==> config.mk <==
export PLATFORM = sky130hd
export DESIGN_NAME = sample_seq
export DESIGN_NICKNAME = d
export VERILOG_FILES = /design/src/rtl/sample_seq.sv
export SDC_FILE = /design/constraint.sdc
export NUM_CORES = 1
export LEC_CHECK = 0
export ABC_AREA = 1
export CORE_MARGIN = 1
export CORE_UTILIZATION = 35
export DETAILED_ROUTE_END_ITERATION = 16
export GPL_TIMING_DRIVEN = 0
export PLACE_DENSITY_LB_ADDON = 0.15
export RECOVER_POWER = 50
export SLEW_MARGIN = 20
export SYNTH_ARGS = -nofsm -noshare
export SYNTH_HDL_FRONTEND = slang
export SYNTH_SLANG_ARGS = --single-unit
==> constraint.sdc <==
create_clock -name clk -period 4.7 [get_ports clk]
set_input_delay 0.94 -clock clk [delete_from_list [all_inputs] [get_ports clk]]
set_output_delay 0.94 -clock clk [all_outputs]
set_load 0.01 [all_outputs]
==> src/rtl/sample_seq.sv <==
// sample_seq: streams a ramp or LFSR burst to a run detector and checks its count.
// Ports: clk, rst_n, go, mode, thresh, seed, N_abv in; sig, strtCapCmp, sig_vld, busy, done, result, exp_cnt, mismatch out.
module sample_seq #(
  parameter int LEN    = 16,
  parameter int SETTLE = 2
) (
  input  logic       clk,
  input  logic       rst_n,
  input  logic       go,
  input  logic       mode,
  input  logic [7:0] thresh,
  input  logic [7:0] seed,
  input  logic [7:0] N_abv,
  output logic [7:0] sig,
  output logic       strtCapCmp,
  output logic       sig_vld,
  output logic       busy,
  output logic       done,
  output logic [7:0] result,
  output logic [7:0] exp_cnt,
  output logic       mismatch
);

  typedef enum logic [2:0] {
    S_IDLE,
    S_CAPT,
    S_STREAM,
    S_SETTLE,
    S_DONE
  } state_t;

  localparam logic [7:0] LEN_M1 = 8'(LEN - 1);
  // A zero settle time still spends one cycle in SETTLE so exp_cnt is final.
  localparam logic [7:0] SET_M1 = (SETTLE > 0) ? 8'(SETTLE - 1) : 8'd0;

  state_t     state_q;
  logic [7:0] sig_q;
  logic [7:0] thr_q;
  logic [7:0] seed_q;
  logic       mode_q;
  logic [7:0] cnt_q;
  logic [2:0] run_q;
  logic [7:0] exp_q;
  logic [7:0] res_q;
  logic       mis_q;
  logic       strt_q;
  logic       vld_q;
  logic       busy_q;
  logic       done_q;

  logic [7:0] first_d;
  logic [7:0] next_d;
  logic       gt_d;

  always_comb begin
    first_d = seed_q;
    if (!mode_q && seed_q == 8'd0) first_d = 8'h01;
    next_d = sig_q + 8'd1;
    if (!mode_q)
      next_d = {1'b0, sig_q[7:1]} ^ (sig_q[0] ? 8'hB8 : 8'h00);
    gt_d = sig_q > thr_q;
  end

  always_ff @(posedge clk or negedge rst_n) begin
    if (!rst_n) begin
      state_q <= S_IDLE;
      sig_q   <= '0;
      thr_q   <= '0;
      seed_q  <= '0;
      mode_q  <= 1'b0;
      cnt_q   <= '0;
      run_q   <= '0;
      exp_q   <= '0;
      res_q   <= '0;
      mis_q   <= 1'b0;
      strt_q  <= 1'b0;
      vld_q   <= 1'b0;
      busy_q  <= 1'b0;
      done_q  <= 1'b0;
    end else begin
      strt_q <= 1'b0;
      done_q <= 1'b0;
      case (state_q)
        S_IDLE: begin
          if (go) begin
            state_q <= S_CAPT;
            thr_q   <= thresh;
            seed_q  <= seed;
            mode_q  <= mode;
            sig_q   <= thresh;
            strt_q  <= 1'b1;
            busy_q  <= 1'b1;
            exp_q   <= '0;
            run_q   <= '0;
          end
        end
        S_CAPT: begin
          state_q <= S_STREAM;
          sig_q   <= first_d;
          vld_q   <= 1'b1;
          cnt_q   <= '0;
        end
        S_STREAM: begin
          // Score the sample on the wire this cycle.
          if (gt_d) begin
            if (run_q != 3'd4) run_q <= run_q + 3'd1;
            if (run_q == 3'd3 && exp_q != 8'hFF) exp_q <= exp_q + 8'd1;
          end else begin
            run_q <= '0;
          end
          if (cnt_q == LEN_M1) begin
            state_q <= S_SETTLE;
            vld_q   <= 1'b0;
            cnt_q   <= '0;
          end else begin
            cnt_q <= cnt_q + 8'd1;
            sig_q <= next_d;
          end
        end
        S_SETTLE: begin
          if (cnt_q == SET_M1) begin
            state_q <= S_DONE;
            done_q  <= 1'b1;
            res_q   <= N_abv;
            mis_q   <= N_abv != exp_q;
          end else begin
            cnt_q <= cnt_q + 8'd1;
          end
        end
        S_DONE: begin
          state_q <= S_IDLE;
          busy_q  <= 1'b0;
        end
        default: begin
          state_q <= S_IDLE;
          busy_q  <= 1'b0;
          vld_q   <= 1'b0;
        end
      endcase
    end
  end

  assign sig        = sig_q;
  assign strtCapCmp = strt_q;
  assign sig_vld    = vld_q;
  assign busy       = busy_q;
  assign done       = done_q;
  assign result     = res_q;
  assign exp_cnt    = exp_q;
  assign mismatch   = mis_q;

endmodule

**Word level (Yosys, flattened, before mapping)**

Index checks and enable logic that the tools add are counted.

- $add $sub $neg: 4
- Multipliers: 0
- Divide/modulo/power cells: 0
- Order comparisons: 1
- Equal/unequal tests: 18
- Shift operators: 0
- Multiplexer cells: 29
- Bitwise operators: 3
- Reductions and logical operators: 19

Operators with widths:

| kind | count |
|---|---|
| 2-to-1 mux 8 bit | 10 |
| case mux 8 bit (3 select lines) | 2 |
| adder 8 x 1 -> 8 bit, second input constant | 3 |
| 2-to-1 mux 3 bit | 6 |
| case mux 8 bit (2 select lines) | 1 |
| inequality test 2 bit, second input constant | 7 |
| case mux 3 bit (4 select lines) | 1 |
| AND reduction 2 bit | 5 |
| equality test 3 x 2 -> 1 bit, second input constant | 3 |
| AND reduction 3 bit | 3 |
| equality test 8 x 1 -> 1 bit, second input constant | 1 |
| equality test 8 x 4 -> 1 bit, second input constant | 1 |
| > comparator 8 bit | 1 |
| zero test 8 bit | 1 |
| inequality test 8 bit | 1 |
| inequality test 8 bit, second input constant | 1 |
| XOR 7 x 8 -> 8 bit | 1 |
| 2-to-1 mux 1 bit | 6 |
| inequality test 3 bit, second input constant | 2 |
| case mux 3 bit (2 select lines) | 1 |
| nonzero test 3 bit | 2 |
| OR reduction 3 bit | 2 |
| AND reduction 4 bit | 1 |
| adder 3 x 1 -> 3 bit, second input constant | 1 |
| 9 further kinds | 11 |

- Bits in registers: 60
- Latch bits: 0
- RAM bits: 0
- Memory bits (read-only): 0
- Output and inout bits: 29
- Memories kept: 0

**Logic depth before layout (Yosys ltp)**

Gate-level depths: netlist of the first run.

- Word-level depth: 5
- Mapped depth: 14

**Worst setup path after synthesis of the first run**

Ideal clock, no wire load.

- Path type: register -> register
- From: register sig_q[0], in the netlist sig[0]
- To: register exp_q[2], in the netlist exp_cnt[2]
- Arrival time: 1.577 ns
- Slack: 3.006 ns
- Cell stages (with the launch flop): 15
- Buffers on the path: 0
- Period minus slack after synthesis: 1.694 ns
- Path through: dfrtp_1 -> inv_1 -> ha_1 -> inv_1 -> nand2_1 -> nand2_1 -> nand2_1 -> nand2_1 -> nand2_1 -> nand2_1 -> nand3_1 -> nand2_2 -> nand2_4 -> nand2_1 -> nand2_1

- Longest elaborated chain between the ends: 3

Ends and longest elaborated chain:

| what | line | source |
|---|---|---|
| start, declared | 37 | `logic [7:0] sig_q;` |
| start signal, assigned | 90 | `sig_q <= thresh;` |
| start signal, assigned | 99 | `sig_q <= first_d;` |
| start signal, assigned | 117 | `sig_q <= next_d;` |
| > comparator 8 bit | 61 | `gt_d = sig_q > thr_q;` |
| inequality test 2 bit (no source line) | - |  |
| AND reduction 4 bit (no source line) | - |  |
| end signal, assigned | 107 | `if (run_q == 3'd3 && exp_q != 8'hFF) exp_q <= exp_q + 8'd1;` |
| end, declared | 43 | `logic [7:0] exp_q;` |

No other way between the ends.
A chain may end at the register's enable or synchronous reset.

**Worst setup path after layout of the first run**

- From: register sig_q[0], in the netlist sig[0]
- To: output port sig[0]

RTL lines:

| what | line | source |
|---|---|---|
| end, declared | 14 | `output logic [7:0] sig,` |

No word-level cell between the ends.

==> impl_metrics.toml, run 1 <==
[setup_path]
worst-path-max-fanout = 9
worst_path_max_delay_cell = "clkdlybuf4s50_1"
critPathArrivalTime_ps = 1490
worstSetupPathType = "flop to primary output"
crit_chain = "clkdlybuf4s50_1"
required_ps = 3760
slowest_delay_ps = 610
startpoint_type = "flop"
critPathBufInv = 1
worstSetupEndpointType = "primary output"
crit_family = "buffers and inverters"

[clock_tree]
clk_latency_ps = 350
cts_buffers = 9
cts_root_buf = "clkbuf_8"
clkTransAtPathRegs_ps = 80
clock-sinks = 60
ctsLongestPathBuffers = 2
cts_tree = "done"
cts_hold_buf = 0
htreeDepth = 3
ctsResizeCount = 0
post_cts_buffers = 0

[pwr]
power.share.clock_pct = 20.5
combPwrFrac_pct = 49.3
swShare_pct = 43.4
p_switching_mw = 1.24
powerDensity_nw_per_um2 = 646
power_leakage_nw = 2.20
ir_worst_vdd_mv = 0.296
internal_power_mw = 1.62
pwr-share-seq_pct = 30.2

[timing]
layout_setup_ws_ps = 2270
setup_tns_ps = 0
hold-worst-slack_ps = 482
worst_pin_slew_ps = 1390
fmax_mhz = 411
fin_crit_ps = 2430
final_max_slew_viol_count = 0
slew_headroom_pct = 7.51
skew_ps = 12.5
fin_crit_sh_pct = 51.7
finalSetupViolCount = 0
hold_viol = 0
rsz0062_at_grt = "false"

[min_path]
hold_class = "flop to flop"

[routing]
drc = 0
antenna_left = 0
wl_um = 8310
drt_iter0_drc = 121
vias = 3119
dr.pass1.iters = 4
wire_per_inst_um = 12.7
via_per_inst = 4.76

[synthesis]
yosys.area.top_type = "dfrtp_1"
synth_fa_ha_area_share_pct = 5.42
synth_commonest_cells = "nand2_1, inv_1, dfrtp_1, nor2_1, o21ai_0"
ys_types = 36
synth_top_family_by_area = "simple AND/OR/NAND/NOR gates"
ys.flop_type = "dfrtp_1"
synth_xor_area_share_pct = 3.54
synth_top_area_share_pct = 43.4
ys_seq_area_share_pct = 43.4
synth-edff-count = 0
yosys.area_share.simple_pct = 25.5
ys_warn_count = 0
yosys-top-cells-area = "dfrtp_1, nand2_1, inv_1"
synth.most_common_cell = "nand2_1"
ys_ff_latch = 60
synthArstFlopShare_pct = 100
synth_compound_area_share_pct = 12.3
syn_area_per_cell_um2 = 7.64
synth_area_um2 = 3460
syn_inst = 453
synthMuxAreaShare_pct = 0
syn_nets = 496

[finish]
stdcell_area_um2 = 4430
n_antenna_cell = 0
drive_gt1_share_pct = 6.84
area_delta_synth_final_pct = 28.1
finalNetCount = 564

[floorplan]
fp.dieArea_um2 = 10300
core_area_um2 = 9420
start_util_pct = 36.8
fp-row-count = 35
die_height_um = 101
io_pins = 57
die-width_um = 101

[flow_run]
cap_violations = 0

[grt]
antenna_found_initial = 0
grt-ovfl-total = 0
grt_pass1_vias = 2953
grt_pass1_wl_um = 14000
grt_max_degree = 37
track_usage_pct = 17.8

[placed_design]
port-buffer-count = 56
place_hpwl_um = 6080
placed_area_um2 = 4200
post-place-ws_ps = 2400
globalplace.congestion = 0.852

[outcome]
status = "finished, final reports clean"
==> metal layers <==
layer | GRT usage (%) | share of wire (%) | routed length, µm | vias up
li1 | - | - | - | 1578
met1 | 22.9 | 46 | 3820 | 1438
met2 | 29.0 | 47 | 3900 | 86
met3 | 3.52 | 4.9 | 407 | 17
met4 | 7.69 | 2.1 | 178 | 0
met5 | 0 | 0 | 0 | -
==> final timing paths <==
| path | start | end | slack [ps] | cells past startpoint |
|---|---|---|---|---|
| worst max-delay path | sig[0] | sig[0] | 2270 | 1 |
| worst min-delay path | result[7] | result[7] | 480 | 2 |
| worst max register to register | sig[0] | exp_cnt[2] | 2700 | 14 |
| worst min register to register | result[7] | result[7] | 480 | 2 |
| max in group asynchronous | rst_n | sig[6] | 2960 | 2 |
| min in group asynchronous | rst_n | cnt_q[5] | 890 | 1 |
==> tightest hold or removal path, cell delays in order (launching register included) <==
cell and delay [ps]:
dfrtp_1 350, nand2_1 50, nand2_1 50
==> state kept, by name, summed over array words and instances (netlist names), 3 cells and up <==
name,cells
result,8
run_q,3
seed_q,8
cnt_q,8
state_q,3
thr_q,8
sig,8
exp_cnt,8
==> kinds of logic after synthesis <==
logic type | count (synthesis)
AOI/OAI and AO/OA | 74
xor gates and xnor gates | 14
adders and majority gates | 15
buffers and inverters | 85
DFF | 60
and+or+nand+nor | 205
==> power by group through the flow <==
stage                     registers (mW)  logic [mW]  clock network [mW]
final                              0.864        1.41               0.586
after global routing               0.891        1.62               0.624
after global placement             0.871        1.42                   0
after floorplan                    0.878       0.933                   0
after CTS                          0.866        1.45               0.598
after detailed placement           0.874        1.44                   0
==> layout make-up <==
cell class | count | area [µm²]
buffer | 9 | 42.5
timing repair buffer | 57 | 574
fill | 974 | 4980
inverter | 76 | 288
clock inverter | 7 | 124
sequential | 60 | 1500
tap | 129 | 161
multi-input combinational | 308 | 1620
clock buffer | 9 | 124
==> per-stage QoR <==
| step | utilization [%] | cells | total power [mW] |
|---|---|---|---|
| finish | 47.1 | 655 | 2.86 |
| global route | 47.1 | 655 | 3.14 |
| CTS | 47.2 | 655 | 2.91 |
| detailed placement | 44.6 | 639 | 2.31 |
| global placement | 44.4 | 638 | 2.29 |
| floorplan | - | 453 | 1.81 |
==> placed cells by master (no fill, tap or decap), types with 3 or more instances in the layout <==
cell,synthesis,routed
clkbuf_8,0,9
inv_2,5,3
xor2_1,13,13
dfrtp_1,60,60
ha_1,15,15
nand3_1,27,27
bufinv_16,0,3
nand4_1,7,7
a21oi_1,19,19
inv_1,69,71
clkbuf_1,3,7
o221ai_1,3,3
o22ai_1,5,5
clkdlybuf4s50_1,0,55
nand2_4,3,3
o21ai_0,35,35
nor2_1,37,37
nand2_1,117,118
o21ai_1,3,3
nand2_2,5,4
Note: power is estimated with default switching activity, not from simulation.
==> inputs of run 2 (changes only) <==
- clock period: 4.7 -> 2.6 ns (I/O delays scaled with it)
==> impl_metrics.toml, run 2 (synthesis gave the netlist of run 1 again) <==
[pwr]
power.share.clock_pct = 20.5
power_leakage_nw = 2.20
p_switching_mw = 2.24
ir_worst_vdd_mv = 0.533
internal_power_mw = 2.93
pwr-share-seq_pct = 30.2
combPwrFrac_pct = 49.3
swShare_pct = 43.3
powerDensity_nw_per_um2 = 1170

[finish]
drive_gt1_share_pct = 7.03
area_delta_synth_final_pct = 27.9
final_cell_mix = "nand2_1, inv_1, dfrtp_1, clkdlybuf4s50_1, nor2_1"
layout_commonest_cell = "nand2_1"
n_antenna_cell = 0
fill_cells = 973
stdcell_area_um2 = 4430
finalNetCount = 564

[placed_design]
port-buffer-count = 56
placed_area_um2 = 4200
place_hpwl_um = 6080
globalplace.congestion = 0.852
post-place-ws_ps = 651

[setup_path]
worst-path-max-fanout = 10
rr_startpoint = "state_q[1]"
crit_chain = "or2_1, nor2_1, nand2_1, clkbuf_1, nand2_1, o21ai_0"
worstSetupStartpoint = "state_q[1]"
startpoint_type = "flop"
required_ps = 2810
critPathArrivalTime_ps = 2260
slowest_delay_ps = 430
critPathMostFrequentCell = "nand2_1"
worstSetupEndpointType = "flop"
worstSetupPathType = "flop to flop"
worst_path_max_delay_cell = "dfrtp_1"

[clock_tree]
clock-sinks = 60
clkTransAtPathRegs_ps = 80
clk_latency_ps = 350
cts_buffers = 9
ctsResizeCount = 0
cts_root_buf = "clkbuf_8"
cts_hold_buf = 0
cts_tree = "done"
ctsLongestPathBuffers = 2
htreeDepth = 3
post_cts_buffers = 0

[min_path]
hold_class = "input port to async pin"

[grt]
antenna_found_initial = 0
grt-ovfl-total = 0
grt_max_degree = 37
grt_pass1_wl_um = 14000
grt_pass1_vias = 2953
track_usage_pct = 17.8

[routing]
wire_per_inst_um = 12.7
drc = 0
vias = 3103
wl_um = 8310
dr.pass1.iters = 4
via_per_inst = 4.74
drt_iter0_drc = 116
antenna_left = 0

[timing]
slew_headroom_pct = 7.49
skew_ps = 12.3
fin_crit_sh_pct = 78.9
fmax_mhz = 487
final_max_slew_viol_count = 0
layout_setup_ws_ps = 548
worst_pin_slew_ps = 1390
finalSetupViolCount = 0
fin_crit_ps = 2050
rsz0062_at_grt = "false"
hold_viol = 0

[floorplan]
start_util_pct = 36.8
core_area_um2 = 9420
fp-row-count = 35
fp.dieArea_um2 = 10300
die-width_um = 101
io_pins = 57
die_height_um = 101

[flow_run]
cap_violations = 0

[outcome]
status = "finished, final reports clean"
-- run 2: final timing paths --
path	end	slack, ps	cells after the start
worst max register to register	thr_q[5]	550	6
max in group asynchronous	sig[6]	1280	2
worst min-delay path	cnt_q[5]	470	1
min in group clk	result[7]	480	2
worst max-delay path	thr_q[5]	550	6
worst min register to register	result[7]	480	2
-- run 2: layer usage --
metal,vias up,share of wire (%),GRT usage [%],wire [µm]
li1,1574,-,-,-
met1,1430,47,22.9,3880
met2,82,47,29.0,3870
met3,17,4.6,3.52,380
met4,0,2.1,7.69,177
met5,-,0,0,0
-- run 2: metrics by stage --
step                hold slack, ps  setup TNS (ps)  power (mW)  instances  utilization (%)
floorplan                      224               0        3.27        453                -
global placement               461          -61580        4.14        638             44.4
detailed placement             451               0        4.18        639             44.6
CTS                           70.6               0        5.26        655             47.2
global route                   513               0        5.67        655             47.0
finish                         473               0        5.17        655             47.0
-- run 2: worst max-delay path: cells and delay by family (launching register included) --
kind | cells | cell delay, ps
simple gates | 4 | 1060
flops | 1 | 430
compound gates | 1 | 90
buf+inv | 1 | 320
-- run 2: layout make-up --
class	count	area, µm²	share of cell area (%)
multi-input combinational	308	1610	36.4
sequential	60	1500	33.9
timing repair buffer	57	574	13.0
inverter	76	288	6.50
tap	129	161	3.65
clock buffer	9	124	2.80
clock inverter	7	124	2.80
buffer	9	43.8	0.990
-- run 2: power by group through the flow --
stage               Combinational (mW)  Clock, mW  Sequential (mW)
finish                            2.55       1.06             1.56
global route                      2.93       1.13             1.61
CTS                               2.61       1.08             1.57
detailed placement                2.60          0             1.58
global placement                  2.57          0             1.57
floorplan                         1.69          0             1.59
==> inputs of run 3 (changes only) <==
- clock period: 2.6 -> 2.2 ns (I/O delays scaled with it)
==> impl_metrics.toml, run 3 (synthesis gave the netlist of run 1 again) <==
[floorplan]
fp-row-count = 35
die-width_um = 101
fp.dieArea_um2 = 10300
core_area_um2 = 9420
start_util_pct = 36.8
io_pins = 57
die_height_um = 101

[grt]
grt_pass1_wl_um = 14000
antenna_found_initial = 0
grt_max_degree = 37
grt-ovfl-total = 0
track_usage_pct = 17.8
grt_pass1_vias = 2953

[timing]
fin_crit_ps = 1890
finalSetupViolCount = 0
layout_setup_ws_ps = 309
worst_pin_slew_ps = 1400
fin_crit_sh_pct = 86.0
fmax_mhz = 529
rsz0062_at_grt = "false"
final_max_slew_viol_count = 0
hold_viol = 0
setup_tns_ps = 0
skew_ps = 11.6
slew_headroom_pct = 6.93
hold-worst-slack_ps = 482

[clock_tree]
cts_tree = "done"
ctsLongestPathBuffers = 2
post_cts_buffers = 0
cts_buffers = 9
clock-sinks = 60
htreeDepth = 3
cts_root_buf = "clkbuf_8"
clk_latency_ps = 350
clkTransAtPathRegs_ps = 80

[finish]
n_antenna_cell = 0
final_cell_mix = "nand2_1, inv_1, dfrtp_1, clkdlybuf4s50_1, nor2_1"
drive_gt1_share_pct = 7.21
layout_commonest_cell = "nand2_1"
fill_cells = 971
finalNetCount = 565
area_delta_synth_final_pct = 28.3
fin_util_pct = 47.2

[setup_path]
crit_chain = "clkdlybuf4s50_1"
worstSetupPathType = "flop to primary output"
path_depth = 1
slowest_delay_ps = 600
critPathArrivalTime_ps = 1450
crit_family = "buffers and inverters"
worstSetupEndpointType = "primary output"
rr_worst_depth = 8
worst-path-max-fanout = 8
worst_path_max_delay_cell = "clkdlybuf4s50_1"
startpoint_type = "flop"
required_ps = 1760
critPathBufInv = 1

[placed_design]
port-buffer-count = 56
post-place-ws_ps = 251
place_hpwl_um = 6080
globalplace.congestion = 0.852

[routing]
dr.pass1.iters = 4
wire_per_inst_um = 12.6
drc = 0
via_per_inst = 4.74
vias = 3111
antenna_left = 0
wl_um = 8290
drt_iter0_drc = 112

[min_path]
hold_path_depth = 2
hold_class = "flop to flop"

[outcome]
status = "finished, final reports clean"

[pwr]
ir_worst_vdd_mv = 0.626
powerDensity_nw_per_um2 = 1380
power_leakage_nw = 2.20

[flow_run]
cap_violations = 0
[run 3: layer usage]
metal	vias up	global-route usage, %	routed length (µm)
met1	1428	22.9	3810
met2	87	29.0	3900
met5	-	0	0
met4	0	7.69	178
li1	1579	-	-
met3	17	3.52	405
[run 3: worst reg2reg max path: stages (launching register included)]
cell,delay [ps]
dfrtp_1,430
inv_1,160
nand2_1,120
nor2_1,200
nand2_1,130
nand2_1,100
clkbuf_1,360
inv_2,140
o22ai_1,170
[run 3: area by class of cell]
type | instances | area (µm²) | share of cell area (%)
tap | 129 | 161 | 3.63
sequential | 60 | 1500 | 33.8
inverter | 76 | 288 | 6.48
buffer | 9 | 43.8 | 0.986
clock inverter | 7 | 124 | 2.79
timing repair buffer | 58 | 584 | 13.2
clock buffer | 9 | 124 | 2.79
multi-input combinational | 308 | 1610 | 36.3
[run 3: through the flow]
stage,cell area [µm²],std cells,total power [mW]
finish,4440,656,6.11
global route,4440,656,6.71
CTS,4460,656,6.22
detailed placement,4200,639,4.94
global placement,4180,638,4.90
floorplan,3460,453,3.87
[run 3: final timing paths]
path | endpoint | slack, ps | from
setup / recovery | sig[4] | 310 | sig[4]
hold / removal | result[7] | 480 | result[7]
setup reg to reg | cnt_q[6] | 310 | state_q[2]
hold reg to reg | result[7] | 480 | result[7]
max in group asynchronous | sig[0] | 400 | rst_n
min in group asynchronous | cnt_q[5] | 940 | rst_n
[run 3: report_power, final]
part           switching, mW  internal (mW)
clock network          0.488          0.760
registers              0.326           1.52
logic                   1.83           1.19
[run 3: what timing repair did]
action                                 in CTS  in global routing
hold buffers                                1                  0
setup endpoints to repair                   0                  3
resized for setup                           0                  1
endpoints found under the hold margin      18                  0
